--- src/rtl/response_checker_sat_counter.sv ---
`default_nettype none
//------------------------------------------------------------------------------
// Module : sat_counter
// Brief  : Up-counter with synchronous clear that holds at all-ones.
// Rev    : 1.0
//------------------------------------------------------------------------------
module sat_counter #(
  parameter int WIDTH = 8
) (
  input  logic             clk,
  input  logic             reset,
  input  logic             clear,
  input  logic             inc,
  output logic [WIDTH-1:0] count
);

  logic [WIDTH-1:0] r_count;

  always_ff @(posedge clk) begin
    if (reset || clear) begin
      r_count <= '0;
    end else if (inc && (r_count != {WIDTH{1'b1}})) begin
      r_count <= r_count + 1'b1;
    end
  end

  assign count = r_count;

endmodule
`default_nettype wire

--- config.mk ---
export PLATFORM = sky130hd
export DESIGN_NAME = sat_counter
export DESIGN_NICKNAME = d
export VERILOG_FILES = /design/src/rtl/response_checker_sat_counter.sv
export SDC_FILE = /design/constraint.sdc
export NUM_CORES = 1
export LEC_CHECK = 0
export ABC_AREA = 1
export CORE_MARGIN = 5
export CORE_UTILIZATION = 30
export CTS_BUF_LIST = sky130_fd_sc_hd__clkbuf_8
export CTS_CLUSTER_DIAMETER = 120
export DETAILED_ROUTE_END_ITERATION = 10
export GPL_TIMING_DRIVEN = 0
export HOLD_SLACK_MARGIN = 0.08
export PLACE_DENSITY = 0.6
export SYNTH_ARGS = -nofsm -noshare
export SYNTH_HDL_FRONTEND = slang
export SYNTH_SLANG_ARGS = --single-unit
--- constraint.sdc ---
create_clock -name clk -period 1.3 [get_ports clk]
set_clock_uncertainty 0.05 [all_clocks]
set_input_delay 0.195 -clock clk [delete_from_list [all_inputs] [get_ports clk]]
set_output_delay 0.195 -clock clk [all_outputs]
set_load 0.01 [all_outputs]
== After elaboration in Yosys (flattened, before gate mapping) ==
Index checks and enable logic that the tools add are counted.
Word-level totals
  bits of input ports: 4
  output and inout bits: 8
  logic and storage cells: 5
  bits in registers: 8
Operators by class
  reduce and logical (&&, ||, !) cells: 2
  eq/ne operators: 1
  $add $sub $neg: 1
Operator list (count)
  $add A8 B1 Y8 const B: 1
  $ne A8 B8 Y1 const B: 1
  $logic_and A1 B1 Y1: 1
  $logic_or A1 B1 Y1: 1

== Longest topological paths before layout ==
Gate-level depths: netlist of the first run.
  word-level depth: 2
  mapped depth: 8

== Worst setup path after synthesis of the first run ==
No wires, ideal clock.
  kind: register to register
  start point: register r_count[0], in the netlist count[0]
  end point: register r_count[5], in the netlist count[5]
  setup time: 115 ps
  arrival: 1149 ps
  stages on the path, launching flop included: 8
  clock period less this slack: 1314 ps
  buffers on the path: 1
  setup slack: -14 ps
  cells stage by stage: dfxtp_1 ha_1 nand2_1 nor2_1 nand2_2 buf_6 a21oi_1 nor2_1
On the way
  word-level cells in the longest chain between the ends: 2
  elaborated cells on any way between the ends: 3
  classes of those cells: 1 x add/sub; 1 x eq/ne; 1 x reduce/logical
RTL lines
  start, declared: RTL line 17  | logic [WIDTH-1:0] r_count;
  start signal, assigned: RTL line 23  | r_count <= r_count + 1'b1;
  parallel branches: the longest is 2 deep, another holds $add A8 B1 Y8
Parallel ways; which one is timed is not known.
A chain may end at the register's enable or synchronous reset.

== Worst setup path after layout of the first run ==
  start point: register r_count[1], in the netlist count[1]
  end point: output port count[1]
RTL lines
  end, declared: RTL line 14  | output logic [WIDTH-1:0] count
No word-level cell between the ends.

==> results of run 1 <==
-- repair_timing --
| item | CTS | global route |
|---|---|---|
| resized for setup | 11 | 8 |
| pin swaps | 1 | 2 |
| setup endpoints to repair | 13 | 7 |
| buffers inserted | 2 | 0 |
-- power by group --
part	internal, uW	total [uW]	switching (uW)
Combinational	25.1	47.2	22.2
Clock	201	301	99.9
Sequential	250	253	2.96
-- routing by layer --
metal	share of wire [%]	global-route usage, %
met1	42	10.02
met2	48	14.13
met3	7.9	4.601
met4	2.0	6.726
met5	0	0
-- cell type report --
cell class,instances,area [um^2]
multi-input cells,50,271.5
repair buffers,13,117.6
clock buffers,3,41.29
flip-flops and latches,8,166.4
inverters,8,30.03
fillers,164,795.8
well taps,16,20.02
plain buffers,1,11.26
-- metrics by stage --
step | hold slack (ps) | TNS, ps
final | 333.4 | 0
after global routing | 366.0 | 0
after global placement | 431.3 | -630.9
after floorplan | 286.3 | 0
after CTS | 456.4 | 0
after detailed placement | 448.0 | -703.5
-- kinds of logic (layout without fill, tap and decap cells) --
family / after synthesis / after routing / synth area share (%)
DFF: 8 / 8 / 35.75
AOI/OAI and AO/OA: 6 / 6 / 6.983
buffers and inverters: 9 / 25 / 9.216
and+or+nand+nor: 43 / 43 / 45.25
adders and majority gates: 1 / 1 / 2.793
-- cell usage in the layout, fill, tap and decap left out, types with 2 or more instances in the layout --
master and n:
nand2_1 18, nor2_1 12, dlygate4sd2_1 8, inv_1 6
a21oi_1 5, dfxtp_2 5, nand3_1 4, nand2_2 3
clkbuf_8 3, dfxtp_1 3, clkdlybuf4s50_1 2, buf_4 2
-- worst max-delay path: stages, from the launching register on --
cell and delay [ps]:
dfxtp_2 330, buf_4 140, dlygate4sd2_1 280
-- worst max-delay path by stage --
| stage | start | endpoint | slack (ps) | cells after the start |
|---|---|---|---|---|
| 2_1_floorplan | count[1] | count[5] | 7 | 7 |
| 3_3_place_gp | inc | count[4] | -170 | 6 |
| 3_5_place_dp | inc | count[4] | -170 | 6 |
| 4_1_cts | count[0] | count[5] | 2 | 7 |
| 5_1_grt | count[1] | count[5] | 10 | 7 |
| 6_report | count[1] | count[1] | 90 | 2 |
==> key figures, run 1 <==
Logic synthesis
  • Most frequent cell after synthesis: nand2_1
  • Synth area leader: dfxtp_1
  • Synthesized instance count: 67
  • Avg Cell Area, Syn: approximately 6.7 um^2
  • Distinct cells, synth: 17
  • Synthesis warning total: 0
  • EDFF count, synth: 0
  • Top cell type's share of synthesized area: 35.75%
  • #FFs+latches synth: 8
  • Main flop type after synthesis: dfxtp_1
  • Synth Net Count: 72
  • Top post-synthesis cells by area: dfxtp_1, nand2_1, nor2_1
  • Register area share after synthesis: 35.75%
  • Synth cell count leaders: nand2_1, nor2_1, dfxtp_1
  • Ys async rst share: 0%
  • Synth Cell Area: between 400 and 500 um^2

Drt
  • DR WL/cell: just over 10 um
  • Remaining DRCs: 0
  • Total wire length: around 1000 um
  • Via count: 466
  • 1st-iter DRT viols: 7
  • DRT antenna net count: 0
  • Avg Vias per Cell: 4.707
  • DR pass1 iterations: 4

Die
  • Initial core utilization: a little under a third
  • Rows: 14
  • Core Footprint: around 1500 um^2
  • Die Y: about 50 um
  • Chip width: 48.64 um
  • Die area: ~2400 um^2
  • IO Pins: 12

Global routing
  • First-pass GRT wire length: between 1500 and 2000 um
  • Initial antenna violation count: 0
  • Largest net degree at the start of global routing: 11
  • GRT Util Overall: roughly a tenth
  • GRT overflow: 0
  • Vias in the first global route: approximately 420

STA
  • Final Max Tran Viols: 0
  • Final Hold Viols: 0
  • Min cycle time layout: roughly 1200 ps
  • Worst slew pin tran: approximately 240 ps
  • Finish-stage setup viols: 0
  • RSZ-0062 raised after global routing: no
  • Fmax: between 800 and 900 MHz
  • Period utilization: 93.27%
  • Slew margin rel.: between 80% and 90%
  • Fin worst setup slack: ~88 ps

CTS
  • Hold-fix buffers at CTS: 0
  • Worst-path clk slew: around 40 ps
  • Root Buffer: clkbuf_8
  • Clk Latency, worst-skew pair: 230 ps
  • Sink Count: 8
  • CTS HTree Levels: 1
  • TritonCTS buffer count: 3
  • Clock buffer depth: 2
  • TritonCTS clock tree: built

Min path
  • Worst Hold Path EP: count[0]
  • Hold-critical path depth: 3
  • Hold_sp: inc
  • Hold crit path type: input port to flop

Flow run
  • Max Cap Viol: 0

Final layout
  • Fin nets: 90
  • Area growth, synth to finish: 46.93%
  • Diode count: 0
  • Post-route insts no fill: 99
  • Layout cells sized above 1: 25.30%
  • Post-layout util: ~45%
  • Cell area after layout: ~660 um^2
  • Max reg flops: 8

Place
  • PortBufs: 11
  • RD Place Congestion: between 0.6 and 0.7
  • Placement Setup Slack: -172.2 ps
  • Post-DP HPWL: 718 um
  • Placed Cells: 94
  • DP Area: ~580 um^2

Worst setup path
  • Worst R2R End: count[5]
  • R2R Path Start: count[1]
  • Crit start category: flop
  • Critical Path AT: 970 ps
  • Critical path peak fanout: 3
  • Worst setup EP type: output pin
  • R2R setup slack: 90 ps
  • Length in cells of the worst reg-to-reg path: 7
  • Crit Path Class: flop to output pin
  • WP data required: between 1000 and 1500 ps

Pwr
  • Pleak: around 0.00032 uW
  • Power Total: 600.7 uW
  • Max VDD drop: 0.4946 mV
  • Power Density: 912.7 nW/um^2

Run status
  • Status: finished clean
(Power assumes the default switching activity.)
==> run 2: changes to the inputs <==
- CTS_CLUSTER_DIAMETER: 120 -> 60
==> results of run 2 <==
The final DEF is identical to that of run 1; final timing and power are the same.
==> run 3: changes to the inputs <==
- CAP_MARGIN: not set -> 20
==> results of run 3 <==
The final DEF is identical to that of run 1; final timing and power are the same.
